===== config.mk =====
export PLATFORM = sky130hd
export DESIGN_NAME = hasti_uart_loader_flat
export DESIGN_NICKNAME = d
export VERILOG_FILES = /design/src/rtl/hasti_uart_loader_pkg.sv /design/src/rtl/hasti_uart_loader_if.sv /design/src/rtl/hasti_uart_loader_uart_rx.sv /design/src/rtl/hasti_uart_loader.sv /design/src/flat_wrapper.sv
export SDC_FILE = /design/constraint.sdc
export NUM_CORES = 1
export LEC_CHECK = 0
export CELL_PAD_IN_SITES_DETAIL_PLACEMENT = 2
export CELL_PAD_IN_SITES_GLOBAL_PLACEMENT = 2
export CORE_AREA = 3 3 203 126
export CTS_BUF_LIST = sky130_fd_sc_hd__clkbuf_4
export DETAILED_ROUTE_END_ITERATION = 8
export DIE_AREA = 0 0 206 129
export PLACE_DENSITY_LB_ADDON = 0.1
export RECOVER_POWER = 25
export SETUP_SLACK_MARGIN = 0.4
export SYNTH_ARGS = -nofsm -noshare
export SYNTH_HDL_FRONTEND = slang
export SYNTH_SLANG_ARGS = --single-unit

===== constraint.sdc =====
create_clock -name hclk -period 2.2 [get_ports hclk]
set_input_delay 0.22 -clock hclk [delete_from_list [all_inputs] [get_ports hclk]]
set_output_delay 0.22 -clock hclk [all_outputs]
set_load 0.005 [all_outputs]

===== src/rtl/hasti_uart_loader_pkg.sv =====
// Shared types and constants for the UART-driven HASTI loader: bus encodings,
// command byte and FSM state enums.
package hasti_uart_loader_pkg;

  typedef enum logic [1:0] {
    HTRANS_IDLE   = 2'd0,
    HTRANS_BUSY   = 2'd1,
    HTRANS_NONSEQ = 2'd2,
    HTRANS_SEQ    = 2'd3
  } htrans_t;

  typedef enum logic [2:0] {
    HSIZE_BYTE = 3'd0,
    HSIZE_HALF = 3'd1,
    HSIZE_WORD = 3'd2
  } hsize_t;

  typedef enum logic [2:0] {
    HBURST_SINGLE = 3'd0,
    HBURST_INCR   = 3'd1
  } hburst_t;

  typedef enum logic {
    HRESP_OKAY  = 1'b0,
    HRESP_ERROR = 1'b1
  } hresp_t;

  localparam logic [3:0] HPROT_DATA = 4'b0011;
  localparam logic [7:0] CMD_WRITE  = 8'h57;

  typedef enum logic [1:0] {
    RX_IDLE,
    RX_START,
    RX_DATA,
    RX_STOP
  } rx_state_t;

  typedef enum logic [2:0] {
    P_IDLE,
    P_ADDR,
    P_DATA,
    P_BUS_A,
    P_BUS_D
  } pkt_state_t;

  // Rounded clock cycles per UART bit.
  function automatic int unsigned bit_cycles(input int unsigned clk_freq,
                                             input int unsigned baud);
    return (clk_freq + baud / 2) / baud;
  endfunction

endpackage


===== src/rtl/hasti_uart_loader_if.sv =====
// HASTI (AHB-lite) single-master bus bundle used between the loader and its target.
interface hasti_uart_loader_if;
  logic [31:0] haddr;
  logic        hwrite;
  logic [2:0]  hsize;
  logic [2:0]  hburst;
  logic        hmastlock;
  logic [3:0]  hprot;
  logic [1:0]  htrans;
  logic [31:0] hwdata;
  logic [31:0] hrdata;
  logic        hready;
  logic        hresp;

  modport master (
    output haddr, hwrite, hsize, hburst, hmastlock, hprot, htrans, hwdata,
    input  hrdata, hready, hresp
  );

  modport slave (
    input  haddr, hwrite, hsize, hburst, hmastlock, hprot, htrans, hwdata,
    output hrdata, hready, hresp
  );
endinterface


===== src/rtl/hasti_uart_loader_uart_rx.sv =====
// 8N1 UART receiver: synchronises rxd, samples mid-bit and emits one-cycle
// byte_valid or frame_err pulses.
module uart_rx
  import hasti_uart_loader_pkg::*;
#(
  parameter int unsigned BIT_CYCLES = 174
) (
  input  logic       hclk,
  input  logic       reset,
  input  logic       rxd,
  output logic [7:0] byte_data,
  output logic       byte_valid,
  output logic       frame_err
);

  localparam int unsigned CNT_W = $clog2(BIT_CYCLES);
  localparam logic [CNT_W-1:0] BIT_LAST  = CNT_W'(BIT_CYCLES - 1);
  localparam logic [CNT_W-1:0] HALF_LAST = CNT_W'(BIT_CYCLES / 2 - 1);

  logic            rxd_p0, rxd_p1, rxd_p2;
  logic            fall;
  rx_state_t       state_q, state_d;
  logic [CNT_W-1:0] cnt_q, cnt_d;
  logic [2:0]      bit_q, bit_d;
  logic [7:0]      shreg_q, shreg_d;
  logic            byte_valid_d, frame_err_d;

  // Synchroniser stages; p2 is kept only to detect the falling edge.
  always_ff @(posedge hclk) begin
    if (reset) begin
      rxd_p0 <= 1'b1;
      rxd_p1 <= 1'b1;
      rxd_p2 <= 1'b1;
    end else begin
      rxd_p0 <= rxd;
      rxd_p1 <= rxd_p0;
      rxd_p2 <= rxd_p1;
    end
  end

  // Edge-triggered start also covers the wait-for-high after a framing error.
  assign fall = rxd_p2 & ~rxd_p1;

  always_comb begin
    state_d      = state_q;
    cnt_d        = cnt_q;
    bit_d        = bit_q;
    shreg_d      = shreg_q;
    byte_valid_d = 1'b0;
    frame_err_d  = 1'b0;
    unique case (state_q)
      RX_IDLE: begin
        cnt_d = '0;
        bit_d = '0;
        if (fall) state_d = RX_START;
      end
      RX_START: begin
        if (cnt_q == HALF_LAST) begin
          cnt_d   = '0;
          state_d = rxd_p1 ? RX_IDLE : RX_DATA;
        end else begin
          cnt_d = cnt_q + CNT_W'(1);
        end
      end
      RX_DATA: begin
        if (cnt_q == BIT_LAST) begin
          cnt_d   = '0;
          shreg_d = {rxd_p1, shreg_q[7:1]};
          bit_d   = bit_q + 3'd1;
          if (bit_q == 3'd7) state_d = RX_STOP;
        end else begin
          cnt_d = cnt_q + CNT_W'(1);
        end
      end
      RX_STOP: begin
        if (cnt_q == BIT_LAST) begin
          cnt_d        = '0;
          state_d      = RX_IDLE;
          byte_valid_d = rxd_p1;
          frame_err_d  = ~rxd_p1;
        end else begin
          cnt_d = cnt_q + CNT_W'(1);
        end
      end
      default: state_d = RX_IDLE;
    endcase
  end

  always_ff @(posedge hclk) begin
    if (reset) begin
      state_q    <= RX_IDLE;
      cnt_q      <= '0;
      bit_q      <= '0;
      byte_valid <= 1'b0;
      frame_err  <= 1'b0;
    end else begin
      state_q    <= state_d;
      cnt_q      <= cnt_d;
      bit_q      <= bit_d;
      byte_valid <= byte_valid_d;
      frame_err  <= frame_err_d;
    end
  end

  always_ff @(posedge hclk) begin
    shreg_q <= shreg_d;
  end

  assign byte_data = shreg_q;

endmodule


===== src/rtl/hasti_uart_loader.sv =====
// UART command-packet loader acting as a HASTI master: 'W' + addr + data
// (little-endian) becomes one single-word write.
module hasti_uart_loader
  import hasti_uart_loader_pkg::*;
#(
  parameter int unsigned CLK_FREQ     = 20_000_000,
  parameter int unsigned BAUD         = 115200,
  parameter int unsigned TIMEOUT_BITS = 32
) (
  input  logic                hclk,
  input  logic                reset,
  input  logic                rxd,
  hasti_uart_loader_if.master bus,
  output logic                busy,
  output logic [3:0]          loader_err,
  output logic [15:0]         words_cnt
);

  localparam int unsigned BIT_CYCLES     = bit_cycles(CLK_FREQ, BAUD);
  localparam int unsigned TIMEOUT_CYCLES = TIMEOUT_BITS * BIT_CYCLES;
  localparam int unsigned TO_W           = $clog2(TIMEOUT_CYCLES + 1);
  localparam logic [TO_W-1:0] TO_LAST    = TO_W'(TIMEOUT_CYCLES - 1);

  logic [7:0]      byte_data;
  logic            byte_valid, frame_err;
  logic            hold_full_q;
  logic [7:0]      hold_data_q;
  logic            pop, load, overrun;
  pkt_state_t      pkt_q, pkt_d;
  logic [1:0]      byte_cnt_q, byte_cnt_d;
  logic [TO_W-1:0] to_cnt_q;
  logic            timeout;
  logic [31:0]     addr_sr, data_sr;
  logic [31:0]     haddr_q, hwdata_q;
  logic            align_set, bus_ok, bus_fail;
  htrans_t         htrans_c;
  logic            hwrite_c;
  logic            hrdata_unused;

  uart_rx #(.BIT_CYCLES(BIT_CYCLES)) u_rx (
    .hclk       (hclk),
    .reset      (reset),
    .rxd        (rxd),
    .byte_data  (byte_data),
    .byte_valid (byte_valid),
    .frame_err  (frame_err)
  );

  // Holding register: bytes are consumed only while the packet FSM is assembling.
  assign pop     = hold_full_q && (pkt_q == P_IDLE || pkt_q == P_ADDR || pkt_q == P_DATA);
  assign load    = byte_valid && (!hold_full_q || pop);
  assign overrun = byte_valid && hold_full_q && !pop;

  always_ff @(posedge hclk) begin
    if (reset)     hold_full_q <= 1'b0;
    else if (load) hold_full_q <= 1'b1;
    else if (pop)  hold_full_q <= 1'b0;
  end

  always_ff @(posedge hclk) begin
    if (load) hold_data_q <= byte_data;
  end

  assign timeout = (to_cnt_q == TO_LAST);

  always_comb begin
    pkt_d      = pkt_q;
    byte_cnt_d = byte_cnt_q;
    align_set  = 1'b0;
    bus_ok     = 1'b0;
    bus_fail   = 1'b0;
    htrans_c   = HTRANS_IDLE;
    hwrite_c   = 1'b0;
    unique case (pkt_q)
      P_IDLE: begin
        if (pop && hold_data_q == CMD_WRITE) begin
          pkt_d      = P_ADDR;
          byte_cnt_d = '0;
        end
      end
      P_ADDR: begin
        if (pop) begin
          byte_cnt_d = byte_cnt_q + 2'd1;
          if (byte_cnt_q == 2'd3) pkt_d = P_DATA;
        end else if (timeout) begin
          pkt_d = P_IDLE;
        end
      end
      P_DATA: begin
        if (pop) begin
          byte_cnt_d = byte_cnt_q + 2'd1;
          if (byte_cnt_q == 2'd3) begin
            if (addr_sr[1:0] != 2'b00) begin
              align_set = 1'b1;
              pkt_d     = P_IDLE;
            end else begin
              pkt_d = P_BUS_A;
            end
          end
        end else if (timeout) begin
          pkt_d = P_IDLE;
        end
      end
      P_BUS_A: begin
        htrans_c = HTRANS_NONSEQ;
        hwrite_c = 1'b1;
        if (bus.hready) pkt_d = P_BUS_D;
      end
      P_BUS_D: begin
        if (bus.hready) begin
          pkt_d    = P_IDLE;
          bus_fail = (bus.hresp == HRESP_ERROR);
          bus_ok   = (bus.hresp != HRESP_ERROR);
        end
      end
      default: pkt_d = P_IDLE;
    endcase
  end

  always_ff @(posedge hclk) begin
    if (reset) begin
      pkt_q      <= P_IDLE;
      byte_cnt_q <= '0;
    end else begin
      pkt_q      <= pkt_d;
      byte_cnt_q <= byte_cnt_d;
    end
  end

  // Timeout measures idle time since the last byte of an open packet.
  always_ff @(posedge hclk) begin
    if (reset)
      to_cnt_q <= '0;
    else if ((pkt_q == P_ADDR || pkt_q == P_DATA) && !pop)
      to_cnt_q <= to_cnt_q + TO_W'(1);
    else
      to_cnt_q <= '0;
  end

  // First byte received lands in bits [7:0].
  always_ff @(posedge hclk) begin
    if (pop && pkt_q == P_ADDR) addr_sr <= {hold_data_q, addr_sr[31:8]};
    if (pop && pkt_q == P_DATA) data_sr <= {hold_data_q, data_sr[31:8]};
  end

  // Address and write data are latched at phase entry so they stay put through stalls.
  always_ff @(posedge hclk) begin
    if (reset) begin
      haddr_q  <= '0;
      hwdata_q <= '0;
    end else begin
      if (pkt_q == P_DATA && pkt_d == P_BUS_A)  haddr_q  <= addr_sr;
      if (pkt_q == P_BUS_A && pkt_d == P_BUS_D) hwdata_q <= data_sr;
    end
  end

  always_ff @(posedge hclk) begin
    if (reset) begin
      loader_err <= '0;
      words_cnt  <= '0;
    end else begin
      loader_err <= loader_err | {bus_fail, align_set, overrun, frame_err};
      if (bus_ok) words_cnt <= words_cnt + 16'd1;
    end
  end

  assign busy          = (pkt_q != P_IDLE);
  assign bus.haddr     = haddr_q;
  assign bus.hwdata    = hwdata_q;
  assign bus.htrans    = htrans_c;
  assign bus.hwrite    = hwrite_c;
  assign bus.hsize     = HSIZE_WORD;
  assign bus.hburst    = HBURST_SINGLE;
  assign bus.hmastlock = 1'b0;
  assign bus.hprot     = HPROT_DATA;
  assign hrdata_unused = ^bus.hrdata;

endmodule


===== src/flat_wrapper.sv =====
// flat-port wrapper written by rule: the top's interface ports become plain ports
module hasti_uart_loader_flat import hasti_uart_loader_pkg::*;
#(
  parameter int unsigned CLK_FREQ     = 20_000_000,
  parameter int unsigned BAUD         = 115200,
  parameter int unsigned TIMEOUT_BITS = 32
)
  (hclk, reset, rxd, busy, loader_err, words_cnt, bus_haddr, bus_hwrite, bus_hsize, bus_hburst, bus_hmastlock, bus_hprot, bus_htrans, bus_hwdata, bus_hrdata, bus_hready, bus_hresp);
  hasti_uart_loader_if bus_i ();
  input  logic hclk;
  input  logic reset;
  input  logic rxd;
  output logic busy;
  output logic [3:0] loader_err;
  output logic [15:0] words_cnt;
  output wire logic [$bits(bus_i.haddr)-1:0] bus_haddr;
  output wire logic [$bits(bus_i.hwrite)-1:0] bus_hwrite;
  output wire logic [$bits(bus_i.hsize)-1:0] bus_hsize;
  output wire logic [$bits(bus_i.hburst)-1:0] bus_hburst;
  output wire logic [$bits(bus_i.hmastlock)-1:0] bus_hmastlock;
  output wire logic [$bits(bus_i.hprot)-1:0] bus_hprot;
  output wire logic [$bits(bus_i.htrans)-1:0] bus_htrans;
  output wire logic [$bits(bus_i.hwdata)-1:0] bus_hwdata;
  input wire logic [$bits(bus_i.hrdata)-1:0] bus_hrdata;
  input wire logic [$bits(bus_i.hready)-1:0] bus_hready;
  input wire logic [$bits(bus_i.hresp)-1:0] bus_hresp;
  assign bus_haddr = bus_i.haddr;
  assign bus_hwrite = bus_i.hwrite;
  assign bus_hsize = bus_i.hsize;
  assign bus_hburst = bus_i.hburst;
  assign bus_hmastlock = bus_i.hmastlock;
  assign bus_hprot = bus_i.hprot;
  assign bus_htrans = bus_i.htrans;
  assign bus_hwdata = bus_i.hwdata;
  assign bus_i.hrdata = bus_hrdata;
  assign bus_i.hready = bus_hready;
  assign bus_i.hresp = bus_hresp;
  hasti_uart_loader #(.CLK_FREQ(CLK_FREQ), .BAUD(BAUD), .TIMEOUT_BITS(TIMEOUT_BITS)) u_core (.hclk(hclk), .reset(reset), .rxd(rxd), .bus(bus_i), .busy(busy), .loader_err(loader_err), .words_cnt(words_cnt));
endmodule

Word level (Yosys, flattened, before mapping)
Cells that the tools add are included.
- eq/ne operators: 22
- bitwise operators: 7
- reductions and logical operators: 31
- muxes and demuxes: 37
- add/subtract/negate cells: 5
- operator list (operator ; count):
    2-to-1 mux 3 bit ; 9
    case mux 8 bit (3 select lines) ; 1
    2-to-1 mux 2 bit ; 10
    adder 16 x 1 -> 16 bit (second input constant) ; 1
    equality test 8 x 7 -> 1 bit (second input constant) ; 2
    2-to-1 mux 8 bit ; 2
    case mux 3 bit (5 select lines) ; 1
    adder 13 x 1 -> 13 bit (second input constant) ; 1
    equality test 13 bit (second input constant) ; 1
    != test 2 bit (second input constant) ; 6
    2-to-1 mux 1 bit ; 11
    logical AND 1 bit ; 10
    equality test 3 x 2 -> 1 bit (second input constant) ; 3
    equality test 3 bit (second input constant) ; 3
    adder 8 x 1 -> 8 bit (second input constant) ; 1
    equality test 8 bit (second input constant) ; 1
    case mux 2 bit (4 select lines) ; 1
    nonzero test 2 bit ; 4
    equality test 2 bit (second input constant) ; 3
    case mux 3 bit (2 select lines) ; 1
    OR reduction 2 bit ; 3
    NOT 1 bit ; 5
    AND reduction 5 bit ; 1
    logical OR 1 bit ; 4
    other kinds (15) ; 17
- input port bits: 37
- register bits: 201
- output and inout bits: 99
- logic and storage cells: 122

Depth between registers and ports, before layout
Gate-level depths: netlist of run 1.
- depth after elaboration: 9
- depth in mapped cells: 6
- gate-level depth less buffers: 6

By module
From an unflattened synthesis of run 1, not the netlist that was laid out.
- cells, all modules: 671
- area, all modules: 7392.1 sq um
- modules (own cells, without submodules) (module ; cells each ; seq. area each (sq um) ; instances ; area an instance (sq um)):
    hasti_uart_loader ; 579 ; 4224.1 ; 1 ; 6326.1
    uart_rx ; 92 ; 600.6 ; 1 ; 1066.0

Worst setup path after synthesis of run 1
OpenSTA, ideal clock, no wires.
- path type: flip-flop to flip-flop
- start point: register u_core.pkt_q[1]
- end point: register u_core.addr_sr[0] (enable)
- data required time: 1.779 ns
- cell stages (with the launch flop): 4
- path slack: -0.191 ns
- clock period less this slack: 2.391 ns
- buffers on the path: 1
- arrival: 1.970 ns
- library setup time: 0.421 ns
- cells stage by stage: dfxtp_1 -> buf_2 -> nand2b_1 -> nor2_1
- cells in the longest elaborated chain, start to end: 5
- elaborated cells between the ends (all ways): 7
- classes of those cells: eq/ne: 2; reduce/logical: 5
- RTL lines (item ; line ; text):
    start: declaration ; hasti_uart_loader.sv:29 ; pkt_state_t pkt_q, pkt_d;
    start signal: assignment ; hasti_uart_loader.sv:125 ; pkt_q <= pkt_d;
    equality test 3 x 1 -> 1 bit or logical NOT 3 bit (tied branches) ; hasti_uart_loader.sv:50, hasti_uart_loader.sv:142 ;
    logical OR 1 bit (2 in a row) ; hasti_uart_loader.sv:50 ; assign pop = hold_full_q && (pkt_q == P_IDLE || pkt_q == P_ADDR || pkt_q == P_DATA);
    logical AND 1 bit ; hasti_uart_loader.sv:50 ;
    logical AND 1 bit (*) ; hasti_uart_loader.sv:142 ; if (pop && pkt_q == P_ADDR) addr_sr <= {hold_data_q, addr_sr[31:8]};
    end signal: assignment ; hasti_uart_loader.sv:142 ;
    end: declaration ; hasti_uart_loader.sv:33 ; logic [31:0] addr_sr, data_sr;
Mark *: on every way between the ends. The rest lies on a longest branch, timed or not.
A chain may end at the register's enable or synchronous reset.

Worst setup path after layout of run 1
- start point: register u_core.pkt_q[1]
- end point: register u_core.haddr_q[24] (netlist: u_core.bus.haddr[24])
- cells in the longest elaborated chain, start to end: 9
- elaborated cells between the ends (all ways): 20
- classes of those cells: eq/ne: 5; mux: 9; reduce/logical: 6
- RTL lines (item ; line ; text):
    equality test 3 x 1 -> 1 bit or logical NOT 3 bit (tied branches) ; hasti_uart_loader.sv:50, hasti_uart_loader.sv:74 ;
    logical OR 1 bit (2 in a row) ; hasti_uart_loader.sv:50 ;
    logical AND 1 bit ; hasti_uart_loader.sv:50 ;
    logical AND 1 bit ; hasti_uart_loader.sv:76 ; if (pop && hold_data_q == CMD_WRITE) begin
    2-to-1 mux 3 bit ; hasti_uart_loader.sv:76 ;
    case mux 3 bit (5 select lines) ; hasti_uart_loader.sv:74 ; unique case (pkt_q)
    equality test 3 x 2 -> 1 bit ; hasti_uart_loader.sv:152 ; if (pkt_q == P_DATA && pkt_d == P_BUS_A) haddr_q <= addr_sr;
    logical AND 1 bit (*) ; hasti_uart_loader.sv:152 ;
    end signal: assignment ; hasti_uart_loader.sv:152 ;
    end: declaration ; hasti_uart_loader.sv:34 ; logic [31:0] haddr_q, hwdata_q;
Marks and branches as above.

==> summary.md, run 1 <==
| Metric | Value |
|---|---|
| Antenna-violating nets left | `0` |
| Yosys warning count | `0` |
| Worst hold path endpoint | `u_core.u_rx.rxd_p0` |
| Maximum achievable frequency | `between 500 and 600 MHz` |
| Hold Worst Slack | `roughly 0.13 ns` |
| Number of gates on the worst path with buffers counted | `8` |
| Instance count along the most critical hold path | `2` |
| Class of the most critical hold timing path | `in -> reg` |
| Initial Utilization | `0.3068` |
| Routed wire length per instance | `between 15 and 20 um` |
| Via total after detailed routing | `approximately 5600` |
| Required time at the endpoint of the critical path | `roughly 2.8 ns` |
| Wire length of the first global-routing pass | `around 33000 um` |
| Number of flip-flops and latches in the synthesized netlist | `201` |
| Diodes inserted | `0` |
| Final WL | `around 21000 um` |
| Number of library cell types mapped by synthesis | `49` |
| Unrepaired setup endpoints after global routing | `yes` |
| Placed Area | `approximately 8700 um2` |
| Post-Syn Area per Cell | `between 10 and 15 um2` |
| Number of pins with negative max-slew slack in the final report | `0` |
| Kind of cell adding the most delay to the critical path | `buffers and inverters` |
| Clock Skews | `0.05669 ns` |
| Transition time at the pin with the least slew margin | `slightly above 0.9 ns` |
| Vias in the first global route | `roughly 6000` |
| Result of the run | `finished, final reports clean` |
| Number of CTS-inserted buffers | `52` |
| Floorplan die area | `about 27000 um2` |
| Sequential fraction of the synthesis area | `0.6581` |
| Initial detailed-routing violation count | `187` |
| Clock root buffer master | `clkbuf_4` |
| Antenna violations before repair | `0` |
| Area growth syn-to-layout | `32.36%` |
| Number of setup violations in the final report | `0` |
| Die H | `~130 um` |
| Number of buffers and inverters on the critical path | `4` |
| Total number of placement rows | `between 40 and 50` |
| Maximum buffer depth of the clock tree | `3` |
| Finished Cell Area | `9703 um2` |
| Total iterations of the first detailed-routing run | `4` |
| Skew-Pair Late Insertion Delay | `0.70 ns` |
| Relative slew slack | `0.3857` |
| Number of maximum-capacitance violations | `0` |
| Die width | `206 um` |
| HPWL reported at the end of detailed placement | `between 10000 and 15000 um` |
| Worst r2r path cells | `8` |
| Crit path kind | `reg -> reg` |
| Cells after synthesis | `between 600 and 700` |
| TritonCTS clock tree | `built` |
| Launch instance of the worst min-delay path | `rxd` |
| Clock sinks | `about 200` |
| Worst setup SP type | `flip-flop` |
| Number of remaining DRC errors | `0` |
| Top-level I/O count | `136` |
| Average vias per placed instance | `approximately 4.7` |
| Clock transition at the registers of the reported paths | `~0.080 ns` |
| Total Nets Final | `884` |
| Area of the core | `23890 um2` |
| Crit path DAT | `around 2.5 ns` |
| Source of the worst register-to-register timing path | `u_core.pkt_q[1]` |
| IO Port Bufs | `a little over 90` |
| Global-route total usage across every layer | `0.1556` |
| Layout cells sized above 1 | `0.2344` |
| Final worst-path cycle share | `0.8776` |
| Deepest level of the CTS H-tree | `2` |
| Master of the slowest instance on the critical path | `dfxtp_1` |
| Crit-path max FO | `7` |
| Number of endpoints with negative hold slack in the final report | `0` |
| Cells along the critical path | `clkbuf_1 > buf_4 > nor2b_4 > nor4b_4 > buf_6 > clkbuf_16 > nand2_1 > a21oi_1` |
| Final estimated routing congestion in global placement | `~0.78` |
| Capture point of the worst reg-to-reg path | `u_core.bus.haddr[24]` |
| Cell area power density | `~740 nW/um2` |
| Pin count of the biggest net entering global routing | `38` |
| Crit path time final | `approximately 1.9 ns` |
| Peak per-stage delay on the critical path | `between 0.3 and 0.4 ns` |
| Leakage | `about 0.0038 uW` |
| Overflow left after global routing | `0` |
| Total standard cell area after synthesis | `7331 um2` |
| Total Negative Setup Slacks | `0 ns` |
| Category of the worst setup path capture point | `flip-flop` |
| Peak ir drop on the vdd network | `around 0.29 mV` |
| Setup slack of the worst register-to-register path | `about 0.27 ns` |
==> cells by family after synthesis <==
| logic type | Yosys count | synth area share |
|---|---|---|
| AO/OA/AOI/OAI | 102 | 0.07510 |
| XOR/XNOR | 25 | 0.02987 |
| adder cells (fa/ha/maj) | 8 | 0.01365 |
| buffers and inverters | 52 | 0.03431 |
| flip-flops | 201 | 0.6581 |
| multiplexers | 1 | 0.001536 |
| other | 2 | 0.001024 |
| AND/OR/NAND/NOR | 291 | 0.1864 |
==> worst register-to-register path: cells and delay by family, from the launching register on <==
kind | cells | cell delay, ns
AOI/OAI and AO/OA | 1 | 0.14
buffers and inverters | 4 | 0.70
DFF | 1 | 0.36
and+or+nand+nor | 3 | 0.63
==> area by class of cell <==
cell class | instances | area, um2
Fill cell | 2557 | 14190
Sequential cell | 201 | 4907
Multi-Input combinational cell | 439 | 2430
Timing Repair Buffer | 135 | 1254
Clock buffer | 77 | 578.1
Tap cell | 322 | 402.9
Clock inverter | 21 | 93.84
Inverter | 10 | 37.54
==> synth_stat cells, drive strengths merged <==
cell / n / share of area
nand2b: 6 / 0.0051
a221oi: 1 / 0.0012
nor2: 51 / 0.026
and4: 3 / 0.0036
a22oi: 1 / 0.0010
nor4b: 3 / 0.0065
o21ai: 9 / 0.0061
buf: 19 / 0.017
nor4bb: 2 / 0.0027
and2: 3 / 0.0026
inv: 10 / 0.0051
and3b: 1 / 0.0012
o2bb2ai: 1 / 0.0012
o31ai: 1 / 0.0010
nor4: 7 / 0.0060
o211ai: 2 / 0.0020
nand3: 18 / 0.012
nand4b: 1 / 0.0012
and4b: 1 / 0.0014
a31oi: 6 / 0.0051
a21oi: 77 / 0.053
a311oi: 1 / 0.0012
or4: 2 / 0.0020
nand4bb: 1 / 0.0015
mux2: 1 / 0.0015
o21a: 1 / 0.0010
nor3b: 3 / 0.0031
nor3: 5 / 0.0034
a2111oi: 1 / 0.0012
or2: 6 / 0.0055
nand4: 15 / 0.013
xor2: 10 / 0.012
ha: 8 / 0.014
o311a: 1 / 0.0014
clkbuf: 23 / 0.012
edfxtp: 80 / 0.33
nand3b: 1 / 0.0010
and3: 5 / 0.0043
nand2: 146 / 0.075
nor2b: 5 / 0.0043
conb: 2 / 0.0010
xnor2: 15 / 0.018
or3: 6 / 0.0051
dfxtp: 121 / 0.33
==> layer usage <==
layer	routed length (um)	vias up	GRT usage	share of wire
met5	0	-	0	0
met4	281	0	0.04705	0.013
met3	906	25	0.04298	0.043
met2	9498	98	0.2438	0.45
met1	10340	2826	0.2116	0.49
li1	-	2687	-	-
==> cells in the final DEF, fill, tap and decap left out, drive strengths merged, types with 18 or more instances in the layout <==
cell         count
a21oi           77
buf             39
clkbuf          85
clkinv          19
dfxtp          121
dlygate4sd2     68
edfxtp          80
nand2          146
nand3           18
nor2            51
==> per-stage QoR <==
step                      setup slack [ns]    util  std cells  power (uW)
final                               0.2692  0.4061       1205        7139
after global routing                0.2005  0.4061       1205        7533
after CTS                           0.2955  0.3967       1195        7308
after detailed placement            0.2318  0.3630       1083        4009
after global placement              0.3530  0.3630       1083        4004
after floorplan                     0.5116       -        692        3990
==> worst max path at each step <==
stage                               startpoint                  endpoint  slack, ns
after floorplan           u_core.u_rx.cnt_q[0]  u_core.u_rx.byte_data[0]       0.51
after global routing                     reset       u_core.words_cnt[2]       0.20
after CTS                      u_core.pkt_q[0]                      busy       0.30
after detailed placement  u_core.u_rx.cnt_q[0]  u_core.u_rx.byte_data[0]       0.23
final                          u_core.pkt_q[1]      u_core.bus.haddr[24]       0.27
after global placement    u_core.u_rx.cnt_q[0]  u_core.u_rx.byte_data[0]       0.35
==> power by group <==
part	internal, uW	total, uW	switching, uW
clock network	1620	3220	1600
logic	20.9	78.4	57.4
registers	3830	3840	7.28
==> flip-flops by register name, indices dropped and copies added (netlist names), 2 cells and up, named ones only <==
register               count
u_core.addr_sr            32
u_core.bus.haddr          32
u_core.bus.hwdata         32
u_core.byte_cnt_q          2
u_core.data_sr            32
u_core.hold_data_q         8
u_core.loader_err          4
u_core.pkt_q               3
u_core.to_cnt_q           13
u_core.u_rx.bit_q          3
u_core.u_rx.byte_data      8
u_core.u_rx.cnt_q          8
u_core.words_cnt          16
==> repair_timing <==
action / 4_1_cts / 5_1_grt
hold endpoints to repair: 27 / 0
gates cloned: 0 / 3
gates resized for setup: 139 / 43
pin swaps: 2 / 7
buffers inserted: 13 / 7
setup endpoints to repair: 127 / 67
hold buffers: 1 / 0
No activity file was read; power rests on OpenSTA's default activity.
==> run 2, diff against run 1 <==
--- a/config.mk
+++ b/config.mk
@@ -5,6 +5,7 @@
 export SDC_FILE = /design/constraint.sdc
 export NUM_CORES = 1
 export LEC_CHECK = 0
+export ABC_CLOCK_PERIOD_IN_PS = 2200
 export CELL_PAD_IN_SITES_DETAIL_PLACEMENT = 2
 export CELL_PAD_IN_SITES_GLOBAL_PLACEMENT = 2
 export CORE_AREA = 3 3 203 126
==> results of run 2 <==
Final layout, timing and power as in run 1 (identical DEF).
==> run 3, diff against run 2 <==
--- a/config.mk
+++ b/config.mk
@@ -5,7 +5,7 @@
 export SDC_FILE = /design/constraint.sdc
 export NUM_CORES = 1
 export LEC_CHECK = 0
-export ABC_CLOCK_PERIOD_IN_PS = 2200
+export ABC_CLOCK_PERIOD_IN_PS = 1600
 export CELL_PAD_IN_SITES_DETAIL_PLACEMENT = 2
 export CELL_PAD_IN_SITES_GLOBAL_PLACEMENT = 2
 export CORE_AREA = 3 3 203 126
@@ -15,6 +15,7 @@
 export PLACE_DENSITY_LB_ADDON = 0.1
 export RECOVER_POWER = 25
 export SETUP_SLACK_MARGIN = 0.4
+export SLEW_MARGIN = 20
 export SYNTH_ARGS = -nofsm -noshare
 export SYNTH_HDL_FRONTEND = slang
 export SYNTH_SLANG_ARGS = --single-unit
==> constraint.sdc (replaced) <==
create_clock -name hclk -period 1.6 [get_ports hclk]
set_input_delay 0.16 -clock hclk [delete_from_list [all_inputs] [get_ports hclk]]
set_output_delay 0.16 -clock hclk [all_outputs]
set_load 0.005 [all_outputs]
==> run 3 against run 2 <==
Against the previous run: the run now ends with setup timing left; via count rose by 17%; sequential cell count did not move; critical endpoint is now u_core.bus.haddr[16]; clock-buffer cell count fell by 4; first-iteration DRC count rose to 2.6 times the previous value; clock skew rose by 0.028 ns; die area did not move; critical path depth fell by 1; cell count rose by 10%; non-clock buffer count rose by 130.
==> summary.md, run 3 (synthesized netlist as in run 1, its figures left out) <==
| Metric | Value |
|---|---|
| Global-route total usage across every layer | `0.1821 (was 0.1556)` |
| Number of standard cells in the final layout excluding fillers | `1328 (was 1205)` |
| Maximum buffer depth of the clock tree | `3 (unchanged)` |
| Fill count | `2317 (was 2557)` |
| Number of maximum-capacitance violations | `0 (unchanged)` |
| Violations in the final reports | `setup timing` |
| Clock root buffer master | `clkbuf_4 (unchanged)` |
| Pin count of the biggest net entering global routing | `41 (was 38)` |
| Most used cells in the layout excluding fill and tap cells | `buf_6, buf_4, edfxtp_1, dfxtp_2, clkbuf_4 (was nand2_1, edfxtp_1, clkbuf_4, dfxtp_1)` |
| Overflow left after global routing | `0 (unchanged)` |
| Maximum achievable frequency | `503.6 MHz (was 517.9 MHz)` |
| Power after layout | `10220 uW (was 7139 uW)` |
| Initial detailed-routing violation count | `492 (was 187)` |
| Number of buffers and inverters on the critical path | `2 (was 4)` |
| Category of the worst setup path capture point | `flip-flop (unchanged)` |
| Class of the most critical hold timing path | `in -> reg (unchanged)` |
| Total iterations of the first detailed-routing run | `4 (unchanged)` |
| Floorplan die area | `26570 um2 (unchanged)` |
| Crit path time final | `1.986 ns (was 1.931 ns)` |
| TritonCTS clock tree | `built (unchanged)` |
| End-of-flow core utilization | `0.5216 (was 0.4061)` |
| Crit-path max FO | `8 (was 7)` |
| Top-level I/O count | `136 (unchanged)` |
| Worst setup SP type | `flip-flop (unchanged)` |
| Transition time at the pin with the least slew margin | `0.7350 ns (was 0.9214 ns)` |
| Result of the run | `finished with violations (was finished, final reports clean)` |
| Crit path kind | `reg -> reg (unchanged)` |
| HPWL reported at the end of detailed placement | `13990 um (was 13610 um)` |
| Number of setup violations in the final report | `156 (was 0)` |
| Antenna violations before repair | `1 (was 0)` |
| Average vias per placed instance | `4.974 (was 4.677)` |
| Final WL | `33670 um (was 21030 um)` |
| Wire length of the first global-routing pass | `37720 um (was 32900 um)` |
| Area of the core | `23890 um2 (unchanged)` |
| Master of the slowest instance on the critical path | `nor4b_4 (was dfxtp_1)` |
| Initial Utilization | `0.3068 (unchanged)` |
| Relative slew slack | `0.5100 (was 0.3857)` |
| Most frequent standard cell in the layout excluding fill and tap cells | `buf_6 (was nand2_1)` |
| Worst setup timing slack at the placement stage | `-0.1393 ns (was 0.2318 ns)` |
| Total number of placement rows | `44 (unchanged)` |
| Number of endpoints with negative hold slack in the final report | `0 (unchanged)` |
| PnR worst setup slack | `-0.3857 ns (was 0.2692 ns)` |
| Clock Skews | `0.08513 ns (was 0.05669 ns)` |
| Unrepaired setup endpoints after global routing | `yes (unchanged)` |
| IO Port Bufs | `91 (unchanged)` |
| Total Nets Final | `1013 (was 884)` |
| Die width | `206 um (unchanged)` |
| Cell area power density | `819.9 nW/um2 (was 735.8 nW/um2)` |
| Post-placement cell count | `1102 (was 1083)` |
| Final worst-path cycle share | `1.241 (was 0.8776)` |
| Area growth syn-to-layout | `70.00% (was 32.36%)` |
| Cells along the critical path | `ha_4 > nand3b_1 > nor4b_4 > buf_4 > buf_16 > nand2_1 > a21oi_1 (was clkbuf_1 > buf_4 > nor2b_4 > nor4b_4 > buf_6 > clkbuf_16 > nand2_1 > a21oi_1)` |
| Number of pins with negative max-slew slack in the final report | `0 (unchanged)` |
| Number of CTS-inserted buffers | `51 (was 52)` |
| Crit path DAT | `2.61 ns (was 2.50 ns)` |
| Setup slack of the worst register-to-register path | `-0.39 ns (was 0.27 ns)` |
| Peak per-stage delay on the critical path | `0.43 ns (was 0.36 ns)` |
| Total Negative Setup Slacks | `-26.48 ns (was 0 ns)` |
| Vias in the first global route | `6675 (was 6113)` |
| Layout cells sized above 1 | `0.6488 (was 0.2344)` |
| Routed wire length per instance | `25.35 um (was 17.45 um)` |
| Die H | `129 um (unchanged)` |
| Peak ir drop on the vdd network | `0.3664 mV (was 0.2851 mV)` |
| Number of remaining DRC errors | `0 (unchanged)` |
| Skew-Pair Late Insertion Delay | `0.74 ns (was 0.70 ns)` |
| Deepest level of the CTS H-tree | `2 (unchanged)` |
| Via total after detailed routing | `6605 (was 5636)` |
| Required time at the endpoint of the critical path | `2.22 ns (was 2.77 ns)` |
| Clock transition at the registers of the reported paths | `0.11 ns (was 0.08 ns)` |
| Kind of cell adding the most delay to the critical path | `simple AND/OR/NAND/NOR gates (was buffers and inverters)` |
| Leakage | `0.004716 uW (was 0.003754 uW)` |
| Final estimated routing congestion in global placement | `0.7531 (was 0.7829)` |
| Antenna-violating nets left | `0 (unchanged)` |
| Clock sinks | `201 (unchanged)` |
[run 3: cell types whose count changed in the layout (fill, tap and decap cells not counted), moves of 22 or more]
cell and change:
a21oi_1 -45, a21oi_2 +43, buf_4 +68, buf_6 +102, dfxtp_1 -48, dfxtp_2 +40
dlygate4sd2_1 -68, nand2_1 -82, nand2_2 +29, nand2_4 +52, nor2_1 -22
[run 3: cell type report]
class / count / area [um2] / share of cell area
Antenna cell: 1 / 2.502 / 0.0002008
Clock buffer: 73 / 548.0 / 0.04398
Clock inverter: 17 / 95.09 / 0.007630
Inverter: 10 / 37.54 / 0.003012
Multi-Input combinational cell: 439 / 3538 / 0.2839
Sequential cell: 201 / 4987 / 0.4002
Tap cell: 322 / 402.9 / 0.03233
Timing Repair Buffer: 265 / 2850 / 0.2287
[run 3: worst reg2reg max path, cell delays in order (launching register included)]
cell	delay (ns)
dfxtp_4	0.38
ha_4	0.17
nand3b_1	0.19
nor4b_4	0.44
buf_4	0.25
buf_16	0.14
nand2_1	0.07
a21oi_1	0.22
[run 3: worst paths after layout]
check             cells after the start              endpoint            startpoint
setup / recovery                      7  u_core.bus.haddr[16]  u_core.byte_cnt_q[0]
hold / removal                        2    u_core.u_rx.rxd_p0                   rxd
setup reg to reg                      7  u_core.bus.haddr[16]  u_core.byte_cnt_q[0]
hold reg to reg                       1    u_core.u_rx.rxd_p1    u_core.u_rx.rxd_p0
[run 3: what timing repair did]
item                       in CTS  in global routing
gates cloned                   10                  9
hold buffers                    1                  0
pin swaps                      37                120
hold endpoints to repair       18                  0
gates resized for setup       552                301
setup buffers                  61                 54
setup endpoints to repair     280                283
[run 3: layer usage]
layer / vias to the layer above / share of wire / track usage
met5: - / 0 / 0
met4: 0 / 0.029 / 0.05463
met3: 66 / 0.038 / 0.04197
met2: 172 / 0.49 / 0.3025
met1: 3409 / 0.44 / 0.2388
li1: 2958 / - / -
[run 3: stage by stage]
stage,hold WS (ns),instance area [um2]
finish,0.05450,12460
floorplan,0.2638,7592
global placement,0.3954,9017
CTS,0.007647,10630
global route,0.006825,12460
detailed placement,0.4035,9017
[run 3: report_power, final]
group | internal, uW | total, uW | switching, uW
Clock | 2260 | 4800 | 2540
Sequential | 5250 | 5260 | 7.65
Combinational | 43.9 | 157 | 113
